<file path="config.mk">
export PLATFORM = sky130hd
export DESIGN_NAME = wb_rr_arbiter_flat
export DESIGN_NICKNAME = d
export VERILOG_FILES = /design/src/rtl/wb_rr_arbiter_if.sv /design/src/rtl/wb_rr_arbiter.sv /design/src/flat_wrapper.sv
export SDC_FILE = /design/constraint.sdc
export NUM_CORES = 1
export LEC_CHECK = 0
export BUFFER_PORTS_ARGS = -buffer_cell sky130_fd_sc_hd__buf_2
export CORE_AREA = 2 2 114 116
export CTS_BUF_LIST = sky130_fd_sc_hd__clkbuf_2 sky130_fd_sc_hd__clkbuf_4 sky130_fd_sc_hd__clkbuf_8
export CTS_CLUSTER_SIZE = 28
export DETAILED_ROUTE_END_ITERATION = 7
export DIE_AREA = 0 0 116 118
export MAX_ROUTING_LAYER = met4
export PLACE_DENSITY = 0.46
export SETUP_SLACK_MARGIN = 0.15
export SLEW_MARGIN = 20
export SYNTH_ARGS = -nofsm -noshare
export SYNTH_HDL_FRONTEND = slang
export SYNTH_SLANG_ARGS = --single-unit
</file>
<file path="constraint.sdc">
create_clock -name wb_clk_i -period 1.8 [get_ports wb_clk_i]
set_input_delay 0.36 -clock wb_clk_i [delete_from_list [all_inputs] [get_ports wb_clk_i]]
set_output_delay 0.36 -clock wb_clk_i [all_outputs]
set_load 0.02 [all_outputs]
</file>
<file path="src/rtl/wb_rr_arbiter_if.sv">
// wb_rr_arbiter_if
// Wishbone classic bus bundle for one master/slave link.
//   cyc, stb, we, adr, dat_w, sel : master -> slave request
//   dat_r, ack, err, rty          : slave -> master response
// Modports:
//   master : the side that issues cycles (drives cyc/stb/...).
//   slave  : the side that answers cycles (drives ack/err/rty/dat_r).
interface wb_rr_arbiter_if #(
    parameter int ADDR_WIDTH = 22,
    parameter int DATA_WIDTH = 32
) ();
    logic                      cyc;
    logic                      stb;
    logic                      we;
    logic [ADDR_WIDTH-1:0]     adr;
    logic [DATA_WIDTH-1:0]     dat_w;
    logic [DATA_WIDTH/8-1:0]   sel;
    logic [DATA_WIDTH-1:0]     dat_r;
    logic                      ack;
    logic                      err;
    logic                      rty;

    modport master (
        output cyc, stb, we, adr, dat_w, sel,
        input  dat_r, ack, err, rty
    );

    modport slave (
        input  cyc, stb, we, adr, dat_w, sel,
        output dat_r, ack, err, rty
    );
endinterface

</file>
<file path="src/rtl/wb_rr_arbiter.sv">
// wb_rr_arbiter
// Two-master / one-slave Wishbone classic round-robin arbiter. Master 0 is
// the UART bridge, master 1 a second bus master. The grant is held for the
// whole cyc tenure; terminations and read data go only to the granted master.
//
// Ports:
//   wb_clk_i   bus clock, rising edge
//   wb_rst_i   synchronous active-high reset
//   m0, m1     request links from the masters (arbiter is their slave)
//   s          request link to the shared slave (arbiter is its master)
//   grant_o    one-hot current grant {m1,m0}, 2'b00 when idle (registered)
//   timeout_o  one-cycle pulse when a stalled strobe is aborted
//
// Optional feature (macro WB_ARB_TIMEOUT_EN): a stalled-strobe watchdog that
// aborts a strobe left unterminated for TIMEOUT_CYCLES cycles with an err to
// the granted master. Without the macro timeout_o is tied low.
//
// state  | meaning
// IDLE   | no master owns the bus, all slave outputs low
// GRANT0 | master 0 owns the bus until it drops cyc
// GRANT1 | master 1 owns the bus until it drops cyc
module wb_rr_arbiter #(
    parameter int ADDR_WIDTH     = 22,
    parameter int DATA_WIDTH     = 32,
    parameter int TIMEOUT_CYCLES = 255
) (
    input  logic              wb_clk_i,
    input  logic              wb_rst_i,
    wb_rr_arbiter_if.slave    m0,
    wb_rr_arbiter_if.slave    m1,
    wb_rr_arbiter_if.master   s,
    output logic [1:0]        grant_o,
    output logic              timeout_o
);

    typedef enum logic [1:0] {IDLE, GRANT0, GRANT1} state_t;

    state_t      state_q, state_d;
    logic        last_grant_q, last_grant_d;
    logic [1:0]  grant_q, grant_d;
    logic        timeout_q;
    logic        bus_cyc, bus_stb;

    // Next-state / round-robin decision
    always_comb begin
        state_d      = state_q;
        last_grant_d = last_grant_q;
        case (state_q)
            IDLE: begin
                if (m0.cyc && m1.cyc)
                    state_d = last_grant_q ? GRANT0 : GRANT1;
                else if (m0.cyc)
                    state_d = GRANT0;
                else if (m1.cyc)
                    state_d = GRANT1;
            end
            GRANT0: begin
                if (!m0.cyc) begin
                    last_grant_d = 1'b0;
                    state_d      = m1.cyc ? GRANT1 : IDLE;
                end
            end
            GRANT1: begin
                if (!m1.cyc) begin
                    last_grant_d = 1'b1;
                    state_d      = m0.cyc ? GRANT0 : IDLE;
                end
            end
            default: state_d = IDLE;
        endcase
        // grant_o is flopped from the next state so it lines up with state_q
        grant_d = {state_d == GRANT1, state_d == GRANT0};
    end

    always_ff @(posedge wb_clk_i) begin
        if (wb_rst_i) begin
            state_q      <= IDLE;
            last_grant_q <= 1'b1;
            grant_q      <= 2'b00;
        end else begin
            state_q      <= state_d;
            last_grant_q <= last_grant_d;
            grant_q      <= grant_d;
        end
    end

    // Bus steering: the only paths are master->slave and slave->master,
    // selected by registered state, so no slave input reaches a slave output.
    always_comb begin
        bus_cyc  = 1'b0;
        bus_stb  = 1'b0;
        s.we     = 1'b0;
        s.adr    = '0;
        s.dat_w  = '0;
        s.sel    = '0;
        m0.ack   = 1'b0;
        m0.err   = 1'b0;
        m0.rty   = 1'b0;
        m0.dat_r = '0;
        m1.ack   = 1'b0;
        m1.err   = 1'b0;
        m1.rty   = 1'b0;
        m1.dat_r = '0;
        if (state_q == GRANT0) begin
            bus_cyc  = m0.cyc;
            bus_stb  = m0.stb & ~timeout_q;
            s.we     = m0.we;
            s.adr    = m0.adr;
            s.dat_w  = m0.dat_w;
            s.sel    = m0.sel;
            m0.ack   = s.ack;
            m0.err   = s.err | timeout_q;
            m0.rty   = s.rty;
            m0.dat_r = s.dat_r;
        end else if (state_q == GRANT1) begin
            bus_cyc  = m1.cyc;
            bus_stb  = m1.stb & ~timeout_q;
            s.we     = m1.we;
            s.adr    = m1.adr;
            s.dat_w  = m1.dat_w;
            s.sel    = m1.sel;
            m1.ack   = s.ack;
            m1.err   = s.err | timeout_q;
            m1.rty   = s.rty;
            m1.dat_r = s.dat_r;
        end
    end

    assign s.cyc   = bus_cyc;
    assign s.stb   = bus_stb;
    assign grant_o = grant_q;

`ifdef WB_ARB_TIMEOUT_EN
    localparam logic [15:0] CNT_LAST = 16'(TIMEOUT_CYCLES - 1);

    logic [15:0] cnt_q, cnt_d;
    logic        timeout_d;
    logic        term, stalled;

    always_comb begin
        term      = s.ack | s.err | s.rty;
        stalled   = bus_cyc & bus_stb & ~term;
        timeout_d = stalled && (cnt_q == CNT_LAST);
        cnt_d     = cnt_q;
        // !bus_cyc covers both idle and the release cycle
        if ((state_q == IDLE) || !bus_cyc || term || timeout_q)
            cnt_d = '0;
        else if (timeout_d)
            cnt_d = '0;
        else if (stalled)
            cnt_d = cnt_q + 16'd1;
    end

    always_ff @(posedge wb_clk_i) begin
        if (wb_rst_i) begin
            cnt_q     <= '0;
            timeout_q <= 1'b0;
        end else begin
            cnt_q     <= cnt_d;
            timeout_q <= timeout_d;
        end
    end
`else
    assign timeout_q = 1'b0;
`endif

    assign timeout_o = timeout_q;

endmodule

</file>
<file path="src/flat_wrapper.sv">
// flat-port wrapper written by rule: the top's interface ports become plain ports
module wb_rr_arbiter_flat 
#(
    parameter int ADDR_WIDTH     = 22,
    parameter int DATA_WIDTH     = 32,
    parameter int TIMEOUT_CYCLES = 255
)
  (wb_clk_i, wb_rst_i, grant_o, timeout_o, m0_cyc, m0_stb, m0_we, m0_adr, m0_dat_w, m0_sel, m0_dat_r, m0_ack, m0_err, m0_rty, m1_cyc, m1_stb, m1_we, m1_adr, m1_dat_w, m1_sel, m1_dat_r, m1_ack, m1_err, m1_rty, s_cyc, s_stb, s_we, s_adr, s_dat_w, s_sel, s_dat_r, s_ack, s_err, s_rty);
  wb_rr_arbiter_if #(.ADDR_WIDTH(ADDR_WIDTH), .DATA_WIDTH(DATA_WIDTH)) m0_i ();
  wb_rr_arbiter_if #(.ADDR_WIDTH(ADDR_WIDTH), .DATA_WIDTH(DATA_WIDTH)) m1_i ();
  wb_rr_arbiter_if #(.ADDR_WIDTH(ADDR_WIDTH), .DATA_WIDTH(DATA_WIDTH)) s_i ();
  input  logic wb_clk_i;
  input  logic wb_rst_i;
  output logic [1:0] grant_o;
  output logic timeout_o;
  input wire logic [$bits(m0_i.cyc)-1:0] m0_cyc;
  input wire logic [$bits(m0_i.stb)-1:0] m0_stb;
  input wire logic [$bits(m0_i.we)-1:0] m0_we;
  input wire logic [$bits(m0_i.adr)-1:0] m0_adr;
  input wire logic [$bits(m0_i.dat_w)-1:0] m0_dat_w;
  input wire logic [$bits(m0_i.sel)-1:0] m0_sel;
  output wire logic [$bits(m0_i.dat_r)-1:0] m0_dat_r;
  output wire logic [$bits(m0_i.ack)-1:0] m0_ack;
  output wire logic [$bits(m0_i.err)-1:0] m0_err;
  output wire logic [$bits(m0_i.rty)-1:0] m0_rty;
  input wire logic [$bits(m1_i.cyc)-1:0] m1_cyc;
  input wire logic [$bits(m1_i.stb)-1:0] m1_stb;
  input wire logic [$bits(m1_i.we)-1:0] m1_we;
  input wire logic [$bits(m1_i.adr)-1:0] m1_adr;
  input wire logic [$bits(m1_i.dat_w)-1:0] m1_dat_w;
  input wire logic [$bits(m1_i.sel)-1:0] m1_sel;
  output wire logic [$bits(m1_i.dat_r)-1:0] m1_dat_r;
  output wire logic [$bits(m1_i.ack)-1:0] m1_ack;
  output wire logic [$bits(m1_i.err)-1:0] m1_err;
  output wire logic [$bits(m1_i.rty)-1:0] m1_rty;
  output wire logic [$bits(s_i.cyc)-1:0] s_cyc;
  output wire logic [$bits(s_i.stb)-1:0] s_stb;
  output wire logic [$bits(s_i.we)-1:0] s_we;
  output wire logic [$bits(s_i.adr)-1:0] s_adr;
  output wire logic [$bits(s_i.dat_w)-1:0] s_dat_w;
  output wire logic [$bits(s_i.sel)-1:0] s_sel;
  input wire logic [$bits(s_i.dat_r)-1:0] s_dat_r;
  input wire logic [$bits(s_i.ack)-1:0] s_ack;
  input wire logic [$bits(s_i.err)-1:0] s_err;
  input wire logic [$bits(s_i.rty)-1:0] s_rty;
  assign m0_i.cyc = m0_cyc;
  assign m0_i.stb = m0_stb;
  assign m0_i.we = m0_we;
  assign m0_i.adr = m0_adr;
  assign m0_i.dat_w = m0_dat_w;
  assign m0_i.sel = m0_sel;
  assign m0_dat_r = m0_i.dat_r;
  assign m0_ack = m0_i.ack;
  assign m0_err = m0_i.err;
  assign m0_rty = m0_i.rty;
  assign m1_i.cyc = m1_cyc;
  assign m1_i.stb = m1_stb;
  assign m1_i.we = m1_we;
  assign m1_i.adr = m1_adr;
  assign m1_i.dat_w = m1_dat_w;
  assign m1_i.sel = m1_sel;
  assign m1_dat_r = m1_i.dat_r;
  assign m1_ack = m1_i.ack;
  assign m1_err = m1_i.err;
  assign m1_rty = m1_i.rty;
  assign s_cyc = s_i.cyc;
  assign s_stb = s_i.stb;
  assign s_we = s_i.we;
  assign s_adr = s_i.adr;
  assign s_dat_w = s_i.dat_w;
  assign s_sel = s_i.sel;
  assign s_i.dat_r = s_dat_r;
  assign s_i.ack = s_ack;
  assign s_i.err = s_err;
  assign s_i.rty = s_rty;
  wb_rr_arbiter #(.ADDR_WIDTH(ADDR_WIDTH), .DATA_WIDTH(DATA_WIDTH), .TIMEOUT_CYCLES(TIMEOUT_CYCLES)) u_core (.wb_clk_i(wb_clk_i), .wb_rst_i(wb_rst_i), .m0(m0_i), .m1(m1_i), .s(s_i), .grant_o(grant_o), .timeout_o(timeout_o));
endmodule
</file>
==> impl_metrics.csv <==
group,metric,value,unit
run_status,status,"complete, no violations",
floorplanning,die_area,13700,µm²
floorplanning,dieHeight,118,µm
synth,synth_top_family_by_area,"compound AO/OA/AOI/OAI gates",
finish,drive_gt1_frac,0.686,
clock_network,clk_pin_slew,40,ps
timing,fmax,0.574,GHz
timing,setup_slack,57.1,ps
finish,final.fill_count,1385,
timing,slew_viol_final,0,
synth,syn_nets,338,
power_and_ir_drop,p_leak,2.25,nW
job,max_cap_violations,0,
setup_path,r2r_slack,590,ps
clock_network,cts_buffer_depth,2,
route,route.detailed.drc,0,
clock_network,htreeDepth,1,
clock_network,cts_tree,"built",
finish,finalInstanceArea,3420,µm²
floorplanning,die_w,116,µm
timing,min_period_over_period,0.968,
route,wl_per_cell,16.5,µm
synth,ys_ff_latch,5,
floorplanning,io_pins,293,
setup_path,path_class,"flip-flop to output port",
floorplanning,row_count,41,
timing,fin_tns_setup,0,ps
finish,syn2layout_area_growth,143,%
synth,ys.warnings.count,0,
setup_path,worst_path_max_delay_cell,"dfxtp_4",
synth,synthMuxAreaShare,0,
route,antenna_left,0,
grt,grt_pass1_wl,14100,µm
setup_path,arrival,1380,ps
synth,synth_seq_area_share,0.0711,
synth,synthSimpleGateAreaFrac,0.372,
clock_network,numCtsBuffers,3,
timing,final_hold_viol_count,0,
route,dr.pass1.iters,4,
timing,grt_setup_unrepaired,"true",
route,viasPerCell,4.34,
finish,mostFrequentLayoutCell,"buf_2",
timing,holdWs,416,ps
place,place_congestion,0.853,
setup_path,critPathRequiredTime,1440,ps
synth,synth_cells,179,
clock_network,cts-root-buf,"clkbuf_8",
route,drtIter0Drc,155,
setup_path,cp_max_fo,26,
power_and_ir_drop,cellPowerDensity,385,nW/µm²
finish,layout_common_cells,"buf_2 (257), and3_1 (70), a22o_1 (60)",
setup_path,cp_cell_sequence,"inv_4 > nor2_8 > buf_12 > a22o_1 > buf_2",
timing,setup_viol,0,
synth,syn_area_per_cell,7.86,µm²
timing,finClkSkew,3.10,ps
grt,track_usage,0.133,
route,vias,2753,
place,port_buffers,291,
floorplanning,start_util,0.113,
grt,grt_pass1_vias,2583,
grt,antenna_found_initial,0,
finish,n_antenna_cell,0,
synth,synth_adder_area_share,0,
place,pre_cts_slack,154,ps
timing,finalCriticalPeriod,1740,ps
clock_network,clk_latency,220,ps
setup_path,startpoint_type,"flip-flop",
power_and_ir_drop,power,1.32,mW
finish,nNetsFinal,622,
place,post_dp_cell_area,2990,µm²
power_and_ir_drop,vdd_ir_drop_max,0.151,mV
grt,grt_max_degree,40,
place,hpwl,8010,µm
synth,netlist_area,1410,µm²
setup_path,cpPeakStageDelay,380,ps
synth,synth_xor_area_frac,0,
route,wl,10500,µm
clock_network,cts.sinks,5,
grt,overflow,0,
min_path,hp-class,"primary input to flip-flop",
synth,synth_compound_area_frac,0.402,
setup_path,endpoint_kind,"output port",
floorplanning,coreArea,12400,µm²
synth,netlist-cell-type-count,18,
-- routing by layer --
metal  part of all wire  vias to the layer above  GRT usage
li1                   -                     1282          -
met1               0.38                     1285      0.156
met2               0.51                      178      0.237
met3              0.095                        8     0.0257
met4              0.015                        0     0.0223
met5                  0                        -          -
-- timing repair --
item / CTS / global route
setup endpoints to repair: 131 / 131
pin swaps: 1 / 1
resized for setup: 57 / 17
hold buffers: 0 / 0
buffers inserted: 2 / 0
endpoints found under the hold margin: 0 / 0
gates cloned: 3 / 2
-- critical path: cells and delay by family (launching register included) --
family	cells	cell delay (ps)
buf+inv	3	420
simple gates	1	150
flops	1	380
compound gates	1	190
-- metrics by stage --
step                 util  cells
floorplan               -    179
global placement    0.241    623
detailed placement  0.241    623
CTS                 0.266    632
global route        0.275    634
finish              0.275    634
-- flip-flops by register name (all words and copies together) (netlist names) --
| name | count |
|---|---|
| u_core.last_grant_q | 1 |
| u_core.state_q | 2 |
| u_core.grant_o | 2 |
-- final cells by class --
type	instances	area, µm²	area share
inverter	2	12.5	0.00366
clock buffer	4	48.8	0.0143
sequential	5	108	0.0315
tap	172	215	0.0630
multi-input combinational	145	1100	0.322
timing repair buffer	306	1930	0.565
-- Yosys cell counts --
master    count  area (µm²)
a21oi_1       1        5.00
a22o_1       61         534
and3_1       70         438
and3b_1       4        35.0
buf_2         5        25.0
buf_4         1        7.51
buf_6        12         135
clkbuf_1      8        30.0
clkbuf_2      1        5.00
conb_1        1        3.75
dfxtp_1       5         100
inv_4         2        12.5
nor2_1        1        3.75
nor2_8        2        40.0
nor2b_1       1        6.26
o21ai_0       1        5.00
o22ai_1       2        12.5
o311ai_0      1        8.76
-- where the power goes --
group	switching [mW]	internal, mW	total [mW]
Combinational	0.513	0.456	0.969
Sequential	0.00804	0.117	0.125
Clock	0.0547	0.167	0.222
Total	0.576	0.740	1.32
-- path summary, 6_finish.rpt --
check | startpoint | to | depth (start not counted)
worst max-delay path | u_core.state_q[1] | s_adr[19] | 5
worst max register to register | u_core.state_q[1] | u_core.state_q[1] | 4
worst min-delay path | wb_rst_i | u_core.last_grant_q | 3
worst min register to register | u_core.last_grant_q | u_core.last_grant_q | 2
-- cells by family after synthesis --
kind of cell	after synthesis
other	1
buffers and inverters	29
AO/OA/AOI/OAI	66
AND/OR/NAND/NOR	78
flip-flops	5
Note: power is estimated with default switching activity, not from simulation.
